### config.mk
export PLATFORM = sky130hd
export DESIGN_NAME = key_debounce_mode_ctrl
export DESIGN_NICKNAME = d
export VERILOG_FILES = /design/src/rtl/key_debounce_mode_ctrl.sv
export SDC_FILE = /design/constraint.sdc
export NUM_CORES = 1
export LEC_CHECK = 0
export BUFFER_PORTS_ARGS = -buffer_cell sky130_fd_sc_hd__buf_2
export CAP_MARGIN = 20
export CORE_MARGIN = 4
export CORE_UTILIZATION = 56
export CTS_BUF_LIST = sky130_fd_sc_hd__clkbuf_8
export DETAILED_ROUTE_END_ITERATION = 8
export HOLD_SLACK_MARGIN = 0.1
export PLACE_DENSITY = 0.78
export SLEW_MARGIN = 20
export SYNTH_ARGS = -nofsm -noshare
export SYNTH_HDL_FRONTEND = slang
export SYNTH_SLANG_ARGS = --single-unit
### constraint.sdc
create_clock -name clock -period 3.05 [get_ports clock]
set_input_delay 0.305 -clock clock [delete_from_list [all_inputs] [get_ports clock]]
set_output_delay 0.305 -clock clock [all_outputs]
set_load 0.01 [all_outputs]
### src/rtl/key_debounce_mode_ctrl.sv
// Key conditioning front end: 2-flop sync, per-key debounce with press/release
// pulses, key0/key1 auto-repeat, and a registered pattern-mode selector.
module key_debounce_mode_ctrl #(
  parameter int unsigned N_KEYS          = 8,
  parameter int unsigned DEBOUNCE_CYCLES = 270000,
  parameter int unsigned MODE_W          = 2,
  parameter int unsigned REPEAT_DELAY    = 13500000,
  parameter int unsigned REPEAT_PERIOD   = 5400000
) (
  input  logic              clock,
  input  logic              reset,
  input  logic [N_KEYS-1:0] key,
  output logic [N_KEYS-1:0] key_stable,
  output logic [N_KEYS-1:0] key_press,
  output logic [N_KEYS-1:0] key_release,
  output logic [1:0]        key_repeat,
  output logic [MODE_W-1:0] mode,
  output logic              mode_changed
);

  localparam int unsigned CNT_W   = $clog2(DEBOUNCE_CYCLES + 1);
  localparam int unsigned REP_MAX = (REPEAT_DELAY > REPEAT_PERIOD) ? REPEAT_DELAY : REPEAT_PERIOD;
  localparam int unsigned REP_W   = $clog2(REP_MAX + 1);

  localparam logic [CNT_W-1:0] DB_LAST     = CNT_W'(DEBOUNCE_CYCLES - 1);
  localparam logic [REP_W-1:0] DELAY_LAST  = REP_W'(REPEAT_DELAY - 1);
  localparam logic [REP_W-1:0] PERIOD_LAST = REP_W'(REPEAT_PERIOD - 1);

  logic [N_KEYS-1:0] sync1;
  logic [N_KEYS-1:0] sync2;
  logic [CNT_W-1:0]  db_cnt     [N_KEYS];
  logic [CNT_W-1:0]  db_cnt_nxt [N_KEYS];
  logic [N_KEYS-1:0] stable_nxt;
  logic [N_KEYS-1:0] press_nxt;
  logic [N_KEYS-1:0] release_nxt;

  logic [REP_W-1:0]  rep_cnt;
  logic [REP_W-1:0]  rep_cnt_nxt;
  logic [REP_W-1:0]  rep_limit;
  logic              rep_armed;
  logic              rep_armed_nxt;
  logic              rep_run;
  logic              evt01;
  logic [1:0]        repeat_nxt;

  logic              step_up;
  logic              step_dn;
  logic [MODE_W-1:0] mode_nxt;
  logic              mode_changed_nxt;

  // Per-key debounce: accept a new level after DEBOUNCE_CYCLES consecutive mismatches.
  always_comb begin
    stable_nxt  = key_stable;
    press_nxt   = '0;
    release_nxt = '0;
    for (int i = 0; i < N_KEYS; i++) begin
      db_cnt_nxt[i] = '0;
      if (sync2[i] != key_stable[i]) begin
        if (db_cnt[i] == DB_LAST) begin
          stable_nxt[i]  = sync2[i];
          press_nxt[i]   = sync2[i];
          release_nxt[i] = ~sync2[i];
        end else begin
          db_cnt_nxt[i] = db_cnt[i] + CNT_W'(1);
        end
      end
    end
  end

  // Shared auto-repeat timer; first interval is the delay, then the period.
  always_comb begin
    rep_cnt_nxt   = '0;
    rep_armed_nxt = 1'b0;
    repeat_nxt    = '0;
    evt01         = |(press_nxt[1:0] | release_nxt[1:0]);
    rep_run       = key_stable[0] ^ key_stable[1];
    rep_limit     = rep_armed ? PERIOD_LAST : DELAY_LAST;
    if (rep_run && !evt01) begin
      if (rep_cnt == rep_limit) begin
        repeat_nxt    = key_stable[1:0];
        rep_armed_nxt = 1'b1;
      end else begin
        rep_cnt_nxt   = rep_cnt + REP_W'(1);
        rep_armed_nxt = rep_armed;
      end
    end
  end

  // Mode stepping from the registered pulses; key7 clear wins over any step.
  always_comb begin
    step_up  = key_press[0] | key_repeat[0];
    step_dn  = key_press[1] | key_repeat[1];
    mode_nxt = mode;
    if (key_press[7]) begin
      mode_nxt = '0;
    end else if (step_up && !step_dn) begin
      mode_nxt = mode + MODE_W'(1);
    end else if (step_dn && !step_up) begin
      mode_nxt = mode - MODE_W'(1);
    end
    mode_changed_nxt = (mode_nxt != mode);
  end

  always_ff @(posedge clock) begin
    if (reset) begin
      sync1        <= '0;
      sync2        <= '0;
      key_stable   <= '0;
      key_press    <= '0;
      key_release  <= '0;
      key_repeat   <= '0;
      rep_cnt      <= '0;
      rep_armed    <= 1'b0;
      mode         <= '0;
      mode_changed <= 1'b0;
      for (int i = 0; i < N_KEYS; i++) begin
        db_cnt[i] <= '0;
      end
    end else begin
      sync1        <= key;
      sync2        <= sync1;
      key_stable   <= stable_nxt;
      key_press    <= press_nxt;
      key_release  <= release_nxt;
      key_repeat   <= repeat_nxt;
      rep_cnt      <= rep_cnt_nxt;
      rep_armed    <= rep_armed_nxt;
      mode         <= mode_nxt;
      mode_changed <= mode_changed_nxt;
      for (int i = 0; i < N_KEYS; i++) begin
        db_cnt[i] <= db_cnt_nxt[i];
      end
    end
  end

endmodule

=== Word level (Yosys, flattened, before mapping) ===
Memory sizes are Yosys's and may differ from the RTL's.
Index checks and enable logic that the tools add are counted.

* Add/sub/neg operators: 11
* Multiplexer cells: 39
* Eq/ne operators: 18
* Bitwise operators: 34
* Reductions and logical operators: 24

{| class="wikitable"
|+ Operators by type and width
! cell !! number
|-
| 19-bit two-way mux || 24
|-
| 19-bit by 1-bit adder with 19-bit output, second input constant || 8
|-
| 19-bit == test, second input constant || 8
|-
| 24-bit by 1-bit adder with 24-bit output, second input constant || 1
|-
| 24-bit == test || 1
|-
| 24-bit two-way mux || 1
|-
| 3-bit OR reduction || 8
|-
| 1-bit NOT || 22
|-
| 2-bit AND reduction || 8
|-
| 1-bit two-way mux || 11
|-
| 1-bit bitwise OR || 10
|-
| 1-bit != test || 8
|-
| 2-bit two-way mux || 3
|-
| 2-bit OR reduction || 2
|-
| 1-bit logical AND || 3
|-
| 1-bit logical NOT || 3
|-
| 2-bit by 1-bit adder with 2-bit output, second input constant || 1
|-
| 2-bit != test || 1
|-
| 2-bit bitwise OR || 1
|-
| 2-bit by 1-bit subtractor with 2-bit output, second input constant || 1
|-
| 1-bit bitwise XOR || 1
|}

* Memories kept: 1
* Register bits: 70
* Bits of input ports: 10
* Memory bits (writable): 152
* Word-level logic and storage cells: 156
* Output and inout port bits: 29

{| class="wikitable"
|+ Memory list
! memory !! words !! bits a word !! rd ports !! clocked after memory_dff !! write ports !! line !! RTL
|-
| db_cnt || 8 || 19 || 8 || 0 || 8 || 31 || <nowiki>logic [CNT_W-1:0] db_cnt [N_KEYS];</nowiki>
|}

=== Longest topological paths before layout ===
Gate-level depths: netlist (run 1).

* Depth in word-level cells: 9
* Depth in mapped cells: 8
* Mapped depth without buffers: 6

=== Least setup slack after synthesis (run 1) ===
OpenSTA, ideal clock, no wires.

* Kind: register to register
* From: reg rep_cnt[8]
* To: reg rep_cnt[22]
* Data required time: 2.935 ns
* Clock period less this slack: 2.079 ns
* Data arrival time: 1.964 ns
* Buffers on the path: 1
* Library setup time: 0.115 ns
* Path slack: 0.971 ns
* Cell stages (with the launch flop): 7
* Cells stage by stage: dfxtp_1 -> or4b_1 -> or4_1 -> a221o_1 -> nand3_2 -> buf_6 -> nor2_1

* Word-level cells in the longest chain between the ends: 2
* Elaborated cells on any way between the ends: 3
* Classes of those cells: add/sub: 1; eq/ne: 1; reduce/logical: 1

{| class="wikitable"
|+ RTL lines
! element !! line !! RTL
|-
| start: declaration || 37 || <nowiki>logic [REP_W-1:0] rep_cnt;</nowiki>
|-
| start signal: assignment || 126 || <nowiki>rep_cnt <= rep_cnt_nxt;</nowiki>
|-
| branches (longest 2 deep; another with 24-bit by 1-bit adder with 24-bit output) || -- ||
|}

Several ways; the timed one is not identified.
A chain may end at the register's enable or synchronous reset.

=== Worst setup path after layout (run 1) ===
* From: reg rep_cnt[8]
* To: reg rep_cnt[16]

The elaborated chain is that of the path after synthesis.

==> flow_metrics.env, run 1 <==
export IMPL_status="finished, final reports clean"
export IMPL_drive_gt1_frac=0.0926
export IMPL_critPathLaunchType="flop"
export IMPL_grt_pass1_wl_um=28800
export IMPL_power_leakage_uw=0.00355
export IMPL_setup_violations=0
export IMPL_clkPwrFrac=0.447
export IMPL_cts_tree="yes"
export IMPL_cts_buffers_inserted=37
export IMPL_placed_cells=1247
export IMPL_postCtsResizedCells=0
export IMPL_timing_setup_tns_ns=0
export IMPL_fp_row_count=46
export IMPL_slew_violations=0
export IMPL_rrSetupSlack_ns=0.74
export IMPL_min_path_type="input pin to flop"
export IMPL_grt_max_degree=35
export IMPL_finClkSkew_ns=0.0246
export IMPL_antenna_found_initial=0
export IMPL_cts_root_buffer="clkbuf_8"
export IMPL_clk_latency_ns=0.52
export IMPL_p_sw_uw=1130
export IMPL_tightestPinTransition_ns=0.714
export IMPL_mostFrequentLayoutCell="dfxtp_1"
export IMPL_die_x_um=136
export IMPL_seqPwrFrac=0.542
export IMPL_post_cts_buffers=0
export IMPL_synth_seq_cells=222
export IMPL_pwr_share_comb=0.011
export IMPL_synth_area_um2=9110
export IMPL_cp_end_kind="flop"
export IMPL_synthCells=1013
export IMPL_grt_ovfl_total=0
export IMPL_dieArea_um2=18400
export IMPL_met2_length_um=7250
export IMPL_nets=1097
export IMPL_maxCapViolations=0
export IMPL_synth_edf_count=0
export IMPL_grt_pass1_vias=6534
export IMPL_clk_path_buf_depth=3
export IMPL_antenna_cells=0
export IMPL_viasPerCell=5.14
export IMPL_route_detailed_drc=0
export IMPL_syn2layout_area_growth_pct=12.5
export IMPL_wl_met1_um=7780
export IMPL_slew_headroom=0.520
export IMPL_core_area_um2=15900
export IMPL_clock_sinks=222
export IMPL_cts_max_level=2
export IMPL_critPathArrivalTime_ns=2.69
export IMPL_start_util=0.572
export IMPL_ios=39
export IMPL_drt_antenna_violating_nets=0
export IMPL_postSynth_asyncResetShare=0
export IMPL_crit_path_max_fanout=20
export IMPL_wl_met3_um=661
export IMPL_wl_um=16000
export IMPL_yosys_warnings=0
export IMPL_clk_pin_slew_ns=0.06
export IMPL_rsz0062_at_grt="no"
export IMPL_synth_nets=1032
export IMPL_syn_avg_cell_area_um2=9.00
export IMPL_die_y_um=136
export IMPL_final_cell_count_no_fill=1317
export IMPL_via_count=6772
export IMPL_period_share=0.759
export IMPL_layout_common_cells="222 x dfxtp_1, 215 x nor2_1, 101 x xor2_1"
export IMPL_critical_path_required_ns=3.43
export IMPL_place_gp_congestion=0.815
export IMPL_switching_share=0.209
export IMPL_highest_layer="met4"
export IMPL_crit_type="flop to flop"
export IMPL_cellPowerDensity_nw_per_um2=525
export IMPL_synth_cell_types=42
export IMPL_track_usage=0.184
export IMPL_synth_top_flop_cell="dfxtp_1"
export IMPL_drt_iter0_drc=212
export IMPL_p_int_uw=4260
export IMPL_post_drt_wl_per_cell_um=12.2
export IMPL_final_hold_viol_count=0
export IMPL_fmax_mhz=432
export IMPL_period_needed_ns=2.31
export IMPL_dpl_hpwl_um=11000
export IMPL_port_buffers=38
export IMPL_final_fill_count=1381
export IMPL_yosysSeqAreaShare=0.488
export IMPL_vdd_drop_max_uv=315
export IMPL_first_pass_iters=4
-- power by group through the flow --
stage | Clock, uW | Sequential [uW] | Combinational, uW
final | 2410 | 2920 | 58.4
after global placement | 0 | 2990 | 51.0
after global routing | 2650 | 2920 | 66.4
after detailed placement | 0 | 2990 | 51.6
after CTS | 2500 | 2920 | 59.3
after floorplan | 0 | 2980 | 35.4
-- through the flow --
stage	worst slack (ns)	instance area, um2	utilization	hold WS (ns)	power (uW)
2_1_floorplan	0.971	9110	-	0.414	3020
3_3_place_gp	0.779	9490	0.595	0.422	3040
3_5_place_dp	0.728	9490	0.595	0.428	3040
4_1_cts	0.718	10300	0.643	0.294	5480
5_1_grt	0.587	10300	0.643	0.335	5640
6_report	0.736	10300	0.643	0.313	5390
-- sequential cells by signal, indices dropped and copies added, names as in the netlist --
name / count
db_cnt: 152
key_press: 8
key_release: 8
key_repeat: 2
key_stable: 8
mode: 2
mode_changed: 1
rep_armed: 1
rep_cnt: 24
sync1: 8
sync2: 8
-- critical path, stage by stage (launching register included) --
cell and delay, ns:
dfxtp_1 0.35, or4b_1 0.49, or4_1 0.53, a221o_1 0.40
nand3_2 0.31, nor2_1 0.09
-- logic make-up after synthesis --
logic type | after synthesis | share of synthesized area
AND/OR/NAND/NOR | 562 | 0.307
AO/OA/AOI/OAI | 11 | 0.00824
multiplexers | 9 | 0.00988
buffers and inverters | 36 | 0.0173
XOR/XNOR | 164 | 0.158
flip-flops | 222 | 0.488
adder cells (fa/ha/maj) | 9 | 0.0124
-- synthesized netlist by cell type, types with 2 or more instances --
| master | instances | share of area |
|---|---|---|
| dfxtp_1 | 222 | 0.49 |
| nor2_1 | 215 | 0.089 |
| xor2_1 | 101 | 0.097 |
| nand2_1 | 66 | 0.027 |
| xnor2_1 | 63 | 0.061 |
| nand3_1 | 62 | 0.034 |
| nand4_1 | 49 | 0.034 |
| nor3_1 | 32 | 0.018 |
| and3_1 | 31 | 0.021 |
| nor2b_1 | 20 | 0.014 |
| nor4_1 | 16 | 0.011 |
| inv_1 | 14 | 0.0058 |
| clkbuf_1 | 13 | 0.0054 |
| nand2b_1 | 12 | 0.0082 |
| and4_1 | 11 | 0.011 |
| ha_1 | 9 | 0.012 |
| mux2i_1 | 9 | 0.0099 |
| nor4b_1 | 9 | 0.0086 |
| or3_1 | 7 | 0.0048 |
| buf_2 | 6 | 0.0033 |
| or2_2 | 6 | 0.0041 |
| and2_1 | 5 | 0.0034 |
| nand4b_1 | 5 | 0.0048 |
| a21oi_1 | 4 | 0.0022 |
| or4b_2 | 4 | 0.0044 |
| or4_1 | 3 | 0.0025 |
| buf_6 | 2 | 0.0025 |
| nand3b_1 | 2 | 0.0016 |
| nor3b_1 | 2 | 0.0016 |
-- routing by layer --
layer	GRT usage	vias to the layer above
li1	-	3562
met4	0.0689	0
met5	0	-
met1	0.249	3097
met3	0.0375	32
met2	0.293	81
-- what timing repair did --
| action | CTS | global route |
|---|---|---|
| hold buffers | 8 | 0 |
| hold endpoints to repair | 8 | 0 |
| endpoints found under the setup margin | 0 | 0 |
-- final cells by class --
cell class                 instances  area [um2]  share of cell area
multi-input combinational        755        4510               0.440
sequential                       222        4440               0.433
clock buffer                      45         619              0.0604
timing repair buffer              48         285              0.0278
tap                              216         270              0.0263
clock inverter                    17        72.6             0.00707
inverter                          14        52.6             0.00512
-- worst paths after layout --
| path | from | depth (start not counted) | end |
|---|---|---|---|
| worst min register to register | sync1[0] | 1 | sync2[0] |
| worst max register to register | rep_cnt[8] | 5 | rep_cnt[16] |
| worst min-delay path | reset | 2 | key_stable[3] |
| worst max-delay path | rep_cnt[8] | 5 | rep_cnt[16] |
(Power assumes the default switching activity.)
==> run 2, diff against run 1 <==
clock period = 2.4 ns   (was 3.05 ns; I/O delays follow)
==> flow_metrics.env, run 2 (synthesis results as in run 1) <==
export IMPL_critPathArrivalTime_ns=2.63
export IMPL_power_leakage_uw=0.00357
export IMPL_slew_violations=0
export IMPL_start_util=0.572
export IMPL_largest_reg_flops=152
export IMPL_syn2layout_area_growth_pct=12.7
export IMPL_reg2reg_to="rep_cnt[10]"
export IMPL_max_stage_delay_ns=0.54
export IMPL_maxCapViolations=0
export IMPL_status="finished, final reports clean"
export IMPL_critical_path_required_ns=2.79
export IMPL_die_y_um=136
export IMPL_grt_ovfl_total=0
export IMPL_viasPerCell=5.16
export IMPL_clk_pin_slew_ns=0.06
export IMPL_cellPowerDensity_nw_per_um2=649
export IMPL_via_count=6819
export IMPL_grt_max_degree=24
export IMPL_ios=39
export IMPL_nets=1107
export IMPL_final_hold_viol_count=0
export IMPL_dieArea_um2=18400
export IMPL_period_needed_ns=2.25
export IMPL_power_uw=6670
export IMPL_route_detailed_drc=0
export IMPL_clk_latency_ns=0.51
export IMPL_r2r_start="rep_cnt[8]"
export IMPL_mostFrequentLayoutCell="dfxtp_1"
export IMPL_antenna_found_initial=0
export IMPL_timing_setup_tns_ns=0
export IMPL_cp_cell_sequence="or4b_1, or4_1, a221o_1, nand3_4, nor2_1"
export IMPL_dpl_hpwl_um=11200
export IMPL_track_usage=0.182
export IMPL_fp_row_count=46
export IMPL_slew_headroom=0.592
export IMPL_clock_sinks=222
export IMPL_rsz0062_at_grt="no"
export IMPL_post_drt_wl_per_cell_um=12.3
export IMPL_crit_path_top_delay_cell="or4_1"
export IMPL_min_path_type="input pin to flop"
export IMPL_reg_largest_list="db_cnt: 152 flops, rep_cnt: 24 flops"
export IMPL_tightestPinTransition_ns=0.606
export IMPL_setup_violations=0
export IMPL_die_x_um=136
export IMPL_hp_start="reset"
export IMPL_cts_max_level=2
export IMPL_wl_um=16200
export IMPL_vdd_drop_max_uv=586
export IMPL_first_pass_iters=4
export IMPL_largest_register="db_cnt"
export IMPL_cts_root_buffer="clkbuf_8"
export IMPL_fmax_mhz=445
export IMPL_hold_path_endpoint="key_stable[3]"
export IMPL_crit_path_max_fanout=20
export IMPL_crit_type="flop to flop"
export IMPL_grt_pass1_wl_um=28600
export IMPL_finClkSkew_ns=0.0184
export IMPL_cts_buffers_inserted=36
export IMPL_clk_path_buf_depth=3
export IMPL_cp_end_kind="flop"
export IMPL_holdPathStages=2
export IMPL_antenna_cells=0
export IMPL_drt_iter0_drc=311
export IMPL_critPathLaunchType="flop"
export IMPL_reg2reg_depth=5
export IMPL_grt_pass1_vias=6522
export IMPL_layout_common_cells="222 x dfxtp_1, 215 x nor2_1, 101 x xor2_1"
export IMPL_final_fill_count=1343
export IMPL_port_buffers=38
export IMPL_drive_gt1_frac=0.0959
export IMPL_rrSetupSlack_ns=0.15
export IMPL_place_gp_congestion=0.818
export IMPL_post_cts_buffers=0
export IMPL_cts_tree="yes"
export IMPL_period_share=0.936
export IMPL_core_area_um2=15900
export IMPL_drt_antenna_violating_nets=0
[run 2: area by class of cell]
cell class,instances,area (um2),share of cell area
Timing Repair Buffer,59,368,0.0358
Inverter,14,52.6,0.00511
Clock inverter,14,55.1,0.00536
Sequential cell,222,4440,0.433
Tap cell,216,270,0.0263
Clock buffer,41,564,0.0549
Multi-Input combinational cell,755,4520,0.440
[run 2: worst max-delay path, delay by kind of cell (launching register included)]
family	cells	cell delay, ns
flip-flops	1	0.35
AO/OA/AOI/OAI	1	0.42
AND/OR/NAND/NOR	4	1.35
[run 2: worst max-delay path by stage]
stage	slack [ns]	depth (start not counted)	startpoint	to
final	0.15	5	rep_cnt[8]	rep_cnt[10]
after global routing	0.04	5	rep_cnt[8]	rep_cnt[15]
after CTS	0.07	5	rep_cnt[8]	rep_cnt[22]
after detailed placement	0.07	5	rep_cnt[8]	rep_cnt[14]
after global placement	0.13	5	rep_cnt[8]	rep_cnt[9]
after floorplan	0.32	6	rep_cnt[8]	rep_cnt[22]
[run 2: report_power, final]
part | switching, uW | internal, uW
Clock | 1340 | 1530
Sequential | 10.6 | 3700
Combinational | 46.2 | 35.0
Total | 1400 | 5270
[run 2: layer usage]
layer | GRT usage | vias to the layer above | part of all wire
li1 | - | 3579 | -
met1 | 0.247 | 3113 | 0.49
met2 | 0.286 | 98 | 0.44
met3 | 0.0397 | 29 | 0.042
met4 | 0.0711 | 0 | 0.022
met5 | 0 | - | 0
[run 2: through the flow]
step	hold slack [ns]	instance area (um2)	util	setup WS [ns]	instances
after CTS	0.172	10300	0.644	0.0681	1321
after global placement	0.419	9570	0.600	0.128	1258
after detailed placement	0.422	9570	0.600	0.0702	1258
after floorplan	0.368	9110	-	0.321	1013
final	0.207	10300	0.644	0.154	1321
after global routing	0.197	10300	0.644	0.0371	1321
[run 2: timing repair]
| item | 4_1_cts | 5_1_grt |
|---|---|---|
| hold buffers | 8 | 0 |
| endpoints found under the setup margin | 0 | 20 |
| hold endpoints to repair | 8 | 0 |
| resized for setup | 0 | 1 |
